==> src/rtl/hazard_fwd_unit.sv <==
// hazard_fwd_unit: EX operand bypass selection (MEM/WB) plus load-use stall
// sequencing for the in-order IF/ID/EX/MEM/WB pipeline. A bubble injected
// into EX/MEM is remembered for one cycle so its stale destination field can
// neither forward nor raise a fresh hazard.
module hazard_fwd_unit #(
  parameter int REG_AW   = 5,  // register address width
  parameter int NUM_SRC  = 2,  // source operands per EX instruction (1..4)
  parameter int LOAD_LAT = 1,  // total stall cycles for a load-use hazard (1..7)
  parameter int ZERO_REG = 1   // 1 = register 0 is hardwired zero
) (
  input  logic                      clk,
  input  logic                      rst,
  input  logic                      ext_hold,
  input  logic [NUM_SRC-1:0]        ex_need,
  input  logic [NUM_SRC*REG_AW-1:0] ex_rs,
  input  logic                      mem_valid,
  input  logic                      mem_rwe,
  input  logic                      mem_is_load,
  input  logic [REG_AW-1:0]         mem_rd,
  input  logic                      wb_valid,
  input  logic                      wb_rwe,
  input  logic [REG_AW-1:0]         wb_rd,
  output logic [2*NUM_SRC-1:0]      fwd_sel,
  output logic                      stall,
  output logic                      bubble_mem,
  output logic                      busy
);

  localparam logic [0:0] ST_IDLE = 1'b0;
  localparam logic [0:0] ST_WAIT = 1'b1;

  // WAIT is entered with LOAD_LAT-1 remaining cycles; the IDLE detection
  // cycle is the first stall cycle.
  localparam logic [2:0] CNT_INIT    = 3'(LOAD_LAT - 1);
  localparam bit         MULTI_CYCLE = (LOAD_LAT > 1);

  logic [0:0] state_q, state_d;
  logic [2:0] cnt_q, cnt_d;
  logic       bubble_q, bubble_d;

  // Qualified producer conditions shared by every source operand.
  logic mem_eff;
  logic mem_alu_wr;
  logic mem_ld_wr;
  logic wb_wr;
  logic hazard;
  logic [NUM_SRC-1:0] haz_vec;

  // A bubble sitting in EX/MEM carries a stale rd; ignore it entirely.
  assign mem_eff    = mem_valid && !bubble_q;
  assign mem_alu_wr = mem_eff && mem_rwe && !mem_is_load;
  assign mem_ld_wr  = mem_eff && mem_rwe && mem_is_load;
  assign wb_wr      = wb_valid && wb_rwe;

  genvar gi;
  generate
    for (gi = 0; gi < NUM_SRC; gi++) begin : g_src
      logic [REG_AW-1:0] rs;
      logic              rs_zero;
      logic              mem_hit;
      logic              wb_hit;

      assign rs      = ex_rs[gi*REG_AW +: REG_AW];
      assign rs_zero = (ZERO_REG != 0) && (rs == '0);
      assign mem_hit = ex_need[gi] && !rs_zero && (mem_rd == rs);
      assign wb_hit  = ex_need[gi] && !rs_zero && wb_wr && (wb_rd == rs);

      // MEM wins over WB; a load in MEM never forwards (data not ready yet),
      // so selection falls through to WB or the register file.
      assign fwd_sel[2*gi +: 2] = (mem_hit && mem_alu_wr) ? 2'b10 :
                                  wb_hit                  ? 2'b01 :
                                                            2'b00;
      assign haz_vec[gi] = mem_hit && mem_ld_wr;
    end
  endgenerate

  assign hazard = |haz_vec;

  // Stall FSM: detect in IDLE, count down remaining load latency in WAIT,
  // and issue exactly one bubble on the final stall cycle.
  always_comb begin
    state_d    = state_q;
    cnt_d      = cnt_q;
    stall      = 1'b0;
    busy       = 1'b0;
    bubble_mem = 1'b0;
    case (state_q)
      ST_IDLE: begin
        stall = hazard;
        if (hazard) begin
          if (!MULTI_CYCLE) begin
            bubble_mem = !ext_hold;
          end else if (!ext_hold) begin
            state_d = ST_WAIT;
            cnt_d   = CNT_INIT;
          end
        end
      end
      ST_WAIT: begin
        stall      = 1'b1;
        busy       = 1'b1;
        bubble_mem = (cnt_q == 3'd1) && !ext_hold;
        if (!ext_hold) begin
          cnt_d = cnt_q - 3'd1;
          if (cnt_q == 3'd1) begin
            state_d = ST_IDLE;
          end
        end
      end
      default: begin
        state_d = ST_IDLE;
      end
    endcase
  end

  // Bubble marker follows bubble_mem except while the pipeline is frozen.
  always_comb begin
    bubble_d = ext_hold ? bubble_q : bubble_mem;
  end

  // State registers with synchronous reset.
  always_ff @(posedge clk) begin
    if (rst) begin
      state_q  <= ST_IDLE;
      cnt_q    <= 3'd0;
      bubble_q <= 1'b0;
    end else begin
      state_q  <= state_d;
      cnt_q    <= cnt_d;
      bubble_q <= bubble_d;
    end
  end

endmodule
==> config.mk <==
export PLATFORM = sky130hd
export DESIGN_NAME = hazard_fwd_unit
export DESIGN_NICKNAME = d
export VERILOG_FILES = /design/src/rtl/hazard_fwd_unit.sv
export SDC_FILE = /design/constraint.sdc
export NUM_CORES = 1
export LEC_CHECK = 0
export CORE_MARGIN = 8
export CORE_UTILIZATION = 30
export DETAILED_ROUTE_END_ITERATION = 12
export HOLD_SLACK_MARGIN = 0.06
export MAX_ROUTING_LAYER = met4
export PLACE_DENSITY = 0.7
export SETUP_SLACK_MARGIN = 0.2
export SYNTH_ARGS = -nofsm -noshare
export SYNTH_HDL_FRONTEND = slang
export SYNTH_SLANG_ARGS = --single-unit
==> constraint.sdc <==
create_clock -name clk -period 2 [get_ports clk]
set_clock_uncertainty 0.2 [all_clocks]
set_input_delay 0.4 -clock clk [delete_from_list [all_inputs] [get_ports clk]]
set_output_delay 0.4 -clock clk [all_outputs]
set_load 0.02 [all_outputs]
Word level (Yosys, flattened, before mapping)
Index checks and enable logic that the tools add are counted.
W data, S select, Z words.
{"block": "totals", "reg_bits": 5, "latch_bits": 0, "ramBits": 0, "romBits": 0, "in_bits": 30, "out_inout_bits": 7, "word_cells": 51, "mem_count": 0}
{"block": "op_classes", "addsub": 1, "n_mul": 0, "n_div": 0, "n_lt_le_gt_ge": 0, "n_eq_ne": 6, "shift": 0, "muxes": 13, "n_bitwise": 1, "n_reduce_logical": 27}
{"op": "$eq A5 B5 Y1", "count": 4}
{"op": "$logic_and A1 B1 Y1", "count": 18}
{"op": "$logic_not A5 Y1", "count": 2}
{"op": "$mux W1", "count": 6}
{"op": "$mux W3", "count": 2}
{"op": "$pmux W1 S2", "count": 3}
{"op": "$logic_not A1 Y1", "count": 5}
{"op": "$mux W2", "count": 2}
{"op": "$eq A3 B1 Y1 const B", "count": 1}
{"op": "$sub A3 B1 Y3 const B", "count": 1}
{"op": "$ne A2 B2 Y1 const B", "count": 1}
{"op": "$reduce_and A2 Y1", "count": 1}
{"op": "$reduce_or A2 Y1", "count": 1}
{"op": "$not A1 Y1", "count": 1}

Logic depth before layout (Yosys ltp)
Gate-level depths: netlist (run 1).
{"block": "logic_depth", "word_depth": 8, "depth_mapped": 6, "ltp_nobuf": 6}

Worst setup path after synthesis (run 1)
No wires, ideal clock.
{"block": "synth_path", "kind": "input port to output port", "from": "input port ex_rs[5]", "to": "output port fwd_sel[2]", "t_arrival_ps": 1863, "slack_ps": -463, "stages": 5, "path_buffers": 0, "cell_sequence": "or4_1 o21ai_2 nor4_1 nor3b_1 nor3_1"}
{"block": "synth_between", "elab_chain_len": 7, "elab_cells_between_ends": 11, "cone_classes": "eq/ne (2); mux (2); reduce/logical (7)"}
{"element": "start, declared", "line_no": "15", "source": "input logic [NUM_SRC*REG_AW-1:0] ex_rs,"}
{"element": "$logic_not A5 Y1", "line_no": "64", "source": "assign rs_zero = (ZERO_REG != 0) && (rs == '0);"}
{"element": "$logic_not A1 Y1", "line_no": "65, 66"}
{"element": "$logic_and A1 B1 Y1", "line_no": "65, 66"}
{"element": "$logic_and A1 B1 Y1 (2 in a row)", "line_no": "66", "source": "assign wb_hit = ex_need[gi] && !rs_zero && wb_wr && (wb_rd == rs);"}
{"element": "$mux W1", "line_no": "71", "source": "wb_hit ? 2'b01 :"}
{"element": "$mux W2 (*)", "line_no": "70", "source": "assign fwd_sel[2*gi +: 2] = (mem_hit && mem_alu_wr) ? 2'b10 :"}
{"element": "end, declared", "line_no": "23", "source": "output logic [2*NUM_SRC-1:0] fwd_sel,"}
Every way passes the cells marked *; elsewhere a longest branch is shown, timed or not.

Worst setup path in the final report (run 1)
{"block": "layout_path", "from": "input port ex_rs[5]", "to": "output port fwd_sel[3]"}
{"block": "layout_between", "elab_chain_len": 6, "elab_cells_between_ends": 7, "cone_classes": "eq/ne (1); mux (1); reduce/logical (5)"}
{"element": "$logic_not A5 Y1", "line_no": "64"}
{"element": "$logic_not A1 Y1", "line_no": "65", "source": "assign mem_hit = ex_need[gi] && !rs_zero && (mem_rd == rs);"}
{"element": "$logic_and A1 B1 Y1", "line_no": "65"}
{"element": "$logic_and A1 B1 Y1 (*)", "line_no": "65"}
{"element": "$logic_and A1 B1 Y1 (*)", "line_no": "70"}
{"element": "$mux W2 (*)", "line_no": "70"}
Marked as above.

==> metrics.txt, run 1 <==
yosys warns=0; nets=166; maximum vdd drop=0.280 mV; Final ANT Viol Nets=0; Cell variety after synth=23; TritonCTS Buffers=3; filler instances=139; Rows=15; status=complete, but fails checks; failing checks=negative setup slack; top post-synthesis cells by area=xor2_1 21%, dfxtp_1 18%, xnor2_1 14%; final total power=0.418 mW; Max Cap Viol=0; RePlAce Congestion=0.882; share of cells above drive strength 1=0.571; gr usage total=0.155; Post-synth ARST share=0; Worst EP arrival=1750 ps; number of global-route vias before repair=793; GR Overflow Total=0; Sink Count=5; Tcrit/Tclk final=1.17; number of remaining DRC errors=0; CP most frequent cell=buf_6; R2R Setup Slk=530 ps; pwr/cell area=316 nW/um^2; clock slew at reported path FFs=50 ps; crit-path max FO=3; CTS tree=done; syn nets=98; worst-path cell chain=buf_6 > buf_6 > xnor2_2 > nand3_2 > nor4_4 > nor3b_4 > buf_4 > buf_6; Die ar.=3460 um^2; number of vias after detailed routing=740; clk buf depth=2; initial core utilization=0.318; initial antenna violation count=0; leakage power=0.557 nW; EDFF count, synth=0; Area Overhead vs Synth=141%; fmax=426 MHz; first-pass iteration count of the detailed router=4; antenna diode count=0; area leader, netlist=xor2_1; Worst Tran Pin Value=312 ps; area of the multi-input gates=621 um^2; maximum number of pins on one net before global-route repair=7; Hold Fails Final Rpt=0; Final Max Tran Viols=0; register area=100 um^2; Die Y=58.8 um; Detailed Route Iter0 Violations=9; clk_lat worst skew=260 ps; Post-synth top cells=13 x xor2_1, 9 x xnor2_1, 5 x dfxtp_1, 5 x nor2_1, 4 x nor4_1; Slew HR=0.792; core area=1730 um^2; RSZ-0062 raised after global routing=true; Post-synth top flop=dfxtp_1; Syn Inst Count=66; most common cell in the netlist=xor2_1; synthesized cell area=549 um^2; RR Startpoint=bubble_q$_SDFFE_PP0N_; Seq/Total Area, Yosys=0.182; slowest cell on the critical path=nor4_4; Avg Vias per Cell=4.68; port bufs=36; worst setup margin=-346 ps; DR WL/cell=15.3 um; root buf cell=clkbuf_4; crit end category=output port; post-DP HPWL=1960 um; worst hold path class=reg -> reg; Max stage delay on crit path=300 ps; fin crit period=2350 ps; Avg Cell Area, Syn=8.32 um^2; Setup crit start kind=input pin; Worst Hold Slack=306 ps; Final Setup Violations=6; CTS HTree Levels=1; Setup crit start=ex_rs[5]; Critical Path RT=1400 ps; Die W=58.8 um; Seq cells post-synth=5; top-area cell type share of the netlist area=0.207; I/O pin total=37; global-route wire length before repair=3880 um; min-delay src=cnt_q[1]$_SDFFE_PP0P_; kind of critical path=in -> out; total wire length=2420 um
==> worst max-delay path: cells and delay by family <==
| family | cells | cell delay [ps] |
|---|---|---|
| AND/OR/NAND/NOR | 3 | 710 |
| XOR/XNOR | 1 | 170 |
| buffers and inverters | 4 | 470 |
==> flip-flops by register name, summed over array words and instances, names as in the netlist <==
| signal | cells |
|---|---|
| cnt_q | 3 |
| bubble_q | 1 |
| state_q | 1 |
==> cells in the final DEF (no fill, tap or decap), types with 2 or more instances in the layout <==
master / instances
or4_4: 2
o22ai_2: 2
nor4_4: 2
dfxtp_1: 5
nor2_1: 4
xnor2_2: 3
clkbuf_4: 3
buf_2: 6
nor3b_4: 2
buf_6: 14
inv_1: 2
nor3_4: 2
ha_1: 2
xnor2_1: 6
dlygate4sd2_1: 7
nand3b_1: 2
buf_4: 24
clkbuf_2: 3
nand3_2: 2
nand4_1: 2
nor3b_1: 2
clkdlybuf4s50_1: 7
xor2_1: 10
xor2_2: 3
nor4_2: 2
o21ai_4: 2
==> per-layer routing <==
metal	wire, um	vias up	global-route usage
met5	0	-	-
met4	51	0	0.0546
met3	87	7	0.0478
met2	1380	15	0.285
met1	907	343	0.149
li1	-	375	-
==> path summary, 6_finish.rpt <==
| check | cells past startpoint | endpoint |
|---|---|---|
| worst max-delay path | 8 | fwd_sel[3] |
| worst min-delay path | 2 | cnt_q[1]$_SDFFE_PP0P_ |
| worst max register to register | 4 | bubble_q$_SDFFE_PP0N_ |
| worst min register to register | 2 | cnt_q[1]$_SDFFE_PP0P_ |
==> kinds of logic (layout without fill, tap and decap cells) <==
group | after synthesis | in the layout | synth area share
DFF | 5 | 5 | 0.182
adders and majority gates | 2 | 2 | 0.0456
AOI/OAI and AO/OA | 7 | 7 | 0.0911
and+or+nand+nor | 28 | 28 | 0.317
buffers and inverters | 2 | 69 | 0.0137
xor gates and xnor gates | 22 | 22 | 0.351
==> area by class of cell <==
class	count	share of cell area
clock inverter	1	0.00378
clock buffer	3	0.0170
multi-input combinational	59	0.469
sequential	5	0.0757
tap	25	0.0237
inverter	2	0.00568
timing repair buffer	63	0.405
==> power breakdown <==
| part | internal [mW] | leakage [nW] | switching (mW) |
|---|---|---|---|
| sequential | 0.0999 | 0.0402 | 0.0000235 |
| clock | 0.0730 | 0.0177 | 0.0534 |
| combinational | 0.107 | 0.499 | 0.0852 |
==> per-stage QoR <==
| step | setup slack [ps] | area [um^2] | std cells | util | setup TNS, ps |
|---|---|---|---|---|---|
| after floorplan | -202 | 634 | 66 | - | -679 |
| after global placement | -1170 | 1190 | 149 | 0.690 | -7190 |
| after detailed placement | -1170 | 1190 | 149 | 0.690 | -7180 |
| after global routing | -406 | 1320 | 158 | 0.766 | -2080 |
| after CTS | -362 | 1280 | 157 | 0.739 | -1790 |
| final | -346 | 1320 | 158 | 0.766 | -1780 |
==> what timing repair did <==
item | in CTS | in global routing
hold buffers | 0 | 0
buffers inserted | 4 | 1
hold endpoints to repair | 0 | 0
endpoints found under the setup margin | 8 | 7
pin swaps | 19 | 13
gates resized for setup | 108 | 16
No activity file was read; power rests on OpenSTA's default activity.
==> run 2: changes to the inputs <==
--- a/config.mk
+++ b/config.mk
@@ -5,13 +5,15 @@
 export SDC_FILE = /design/constraint.sdc
 export NUM_CORES = 1
 export LEC_CHECK = 0
-export CORE_MARGIN = 8
+export CORE_MARGIN = 5
 export CORE_UTILIZATION = 30
 export DETAILED_ROUTE_END_ITERATION = 12
 export HOLD_SLACK_MARGIN = 0.06
 export MAX_ROUTING_LAYER = met4
 export PLACE_DENSITY = 0.7
+export REMOVE_ABC_BUFFERS = 1
 export SETUP_SLACK_MARGIN = 0.2
+export SKIP_CTS_REPAIR_TIMING = 1
 export SYNTH_ARGS = -nofsm -noshare
 export SYNTH_HDL_FRONTEND = slang
 export SYNTH_SLANG_ARGS = --single-unit
==> run 2 against run 1 <==
- the run still ends with negative setup slack left
- combinational power barely moved
- highest routed layer unchanged
- register-to-register slack about the same
- maximum frequency fell by 5.6%
- setup slack worse by 140 ps
==> metrics.txt, run 2 (same netlist as run 1, synthesis figures left out) <==
fin crit period=2490 ps (was 2350 ps); Rows=15 (unchanged); number of remaining DRC errors=0 (unchanged); global-route wire length before repair=3110 um (was 3880 um); biggest regs=cnt_q: 3 flops, bubble_q: 1 flops, state_q: 1 flops (unchanged); gr usage total=0.157 (was 0.155); status=complete, but fails checks (unchanged); Detailed Route Iter0 Violations=9 (unchanged); antenna diode count=0 (unchanged); nets=164 (was 166); pwr/cell area=318 nW/um^2 (was 316 nW/um^2); number of global-route vias before repair=708 (was 793); Area Overhead vs Synth=138% (was 141%); core area=1730 um^2 (unchanged); Die ar.=2790 um^2 (was 3460 um^2); Setup crit start kind=input pin (unchanged); worst hold path class=reg -> reg (unchanged); clock slew at reported path FFs=40 ps (was 50 ps); Final Setup Violations=6 (unchanged); root buf cell=clkbuf_4 (unchanged); leakage power=0.621 nW (was 0.557 nW); fin area=1310 um^2 (was 1320 um^2); Die Y=52.8 um (was 58.8 um); failing checks=negative setup slack (unchanged); Critical Path RT=1400 ps (about the same); Placed Cells=147 (was 149); worst setup margin=-486 ps (was -346 ps); total wire length=2530 um (was 2420 um); Max Cap Viol=0 (unchanged); max FFs per register=3 (unchanged); Avg Vias per Cell=4.88 (was 4.68); commonest non-fill, non-tap cell in the layout=buf_4 (unchanged); Final Util=0.757 (was 0.766); most frequent cells in the layout=23 x buf_4, 12 x xor2_1, 12 x buf_6, 10 x clkdlybuf4s50_1, 10 x dlymetal6s2s_1 (was 24 x buf_4, 14 x buf_6, 10 x xor2_1, 7 x dlygate4sd2_1, 7 x clkdlybuf4s50_1); RePlAce Congestion=0.956 (was 0.882); share of cells above drive strength 1=0.489 (was 0.571); post-DP HPWL=1710 um (was 1960 um); crit end category=output port (unchanged); Final ANT Viol Nets=0 (unchanged); Final TNS setup=-2240 ps (was -1780 ps); Placed Instance Area=1090 um^2 (was 1190 um^2); first-pass iteration count of the detailed router=4 (unchanged); Final Max Tran Viols=0 (unchanged); CTS HTree Levels=1 (unchanged); Die W=52.8 um (was 58.8 um); clk_lat worst skew=250 ps (was 260 ps); kind of critical path=in -> out (unchanged); Worst Hold Slack=306 ps (about the same); final total power=0.416 mW (was 0.418 mW); DR WL/cell=16.2 um (was 15.3 um); Tcrit/Tclk final=1.24 (was 1.17); Largest Register=cnt_q (unchanged); Slew HR=0.790 (was 0.792); crit-path max FO=2 (was 3); GR Overflow Total=0 (unchanged); I/O pin total=37 (unchanged); Hold Fails Final Rpt=0 (unchanged); Worst Tran Pin Value=312 ps (about the same); port bufs=36 (unchanged); Sink Count=5 (unchanged); maximum vdd drop=0.240 mV (was 0.280 mV); TritonCTS Buffers=3 (unchanged); number of vias after detailed routing=761 (was 740); CTS tree=done (unchanged); fmax=402 MHz (was 426 MHz); Finished Layout Cells=156 (was 158); initial core utilization=0.318 (unchanged); maximum number of pins on one net before global-route repair=7 (unchanged); initial antenna violation count=0 (unchanged); Worst EP arrival=1890 ps (was 1750 ps); RSZ-0062 raised after global routing=true (unchanged); dpl ws=-1240 ps (was -1170 ps); clk buf depth=2 (unchanged)
[run 2: changes by cell type in the layout (fill, tap and decap cells not counted), moves of 2 or more]
| cell | before | now |
|---|---|---|
| dlymetal6s2s_1 | 0 | 10 |
| dlygate4sd2_1 | 7 | 0 |
| buf_2 | 6 | 1 |
| clkdlybuf4s50_1 | 7 | 10 |
| buf_6 | 14 | 12 |
| clkbuf_2 | 3 | 5 |
| nor3_4 | 2 | 0 |
| xor2_1 | 10 | 12 |
| xor2_2 | 3 | 1 |
[run 2: cell type report]
| class | instances | area (um^2) |
|---|---|---|
| inverters | 2 | 7.51 |
| fillers | 130 | 419 |
| well taps | 25 | 31.3 |
| clock buffers | 4 | 26.3 |
| flip-flops and latches | 5 | 100 |
| multi-input cells | 59 | 579 |
| repair buffers | 61 | 563 |
[run 2: worst max-delay path: stages]
cell,delay (ps)
clkdlybuf4s50_1,470
xor2_1,170
nor4_1,330
nand4_1,130
nor3_1,170
buf_2,200
[run 2: routing by layer]
layer,wire [um],vias up,global-route usage
li1,-,368,-
met1,968,374,0.178
met2,1490,17,0.285
met3,56,2,0.0427
met4,18,0,0.0128
met5,0,-,-
[run 2: where the power goes]
part / internal [mW] / switching, mW / total (mW)
clock: 0.0757 / 0.0464 / 0.122
combinational: 0.111 / 0.0830 / 0.194
sequential: 0.100 / 0.0000239 / 0.100
[run 2: worst paths after layout]
check | start | to | slack, ps | cells after the start
setup / recovery | wb_rd[0] | fwd_sel[0] | -490 | 6
setup reg to reg | bubble_q$_SDFFE_PP0N_ | bubble_q$_SDFFE_PP0N_ | 530 | 4
hold reg to reg | cnt_q[1]$_SDFFE_PP0P_ | cnt_q[1]$_SDFFE_PP0P_ | 310 | 2
hold / removal | cnt_q[1]$_SDFFE_PP0P_ | cnt_q[1]$_SDFFE_PP0P_ | 310 | 2
==> run 3: changes to the inputs <==
--- a/config.mk
+++ b/config.mk
@@ -8,7 +8,7 @@
 export CORE_MARGIN = 5
 export CORE_UTILIZATION = 30
 export DETAILED_ROUTE_END_ITERATION = 12
-export HOLD_SLACK_MARGIN = 0.06
+export HOLD_SLACK_MARGIN = 0.05
 export MAX_ROUTING_LAYER = met4
 export PLACE_DENSITY = 0.7
 export REMOVE_ABC_BUFFERS = 1
==> results of run 3 <==
Same layout as run 2: the final DEF is identical, and so are final timing and power.
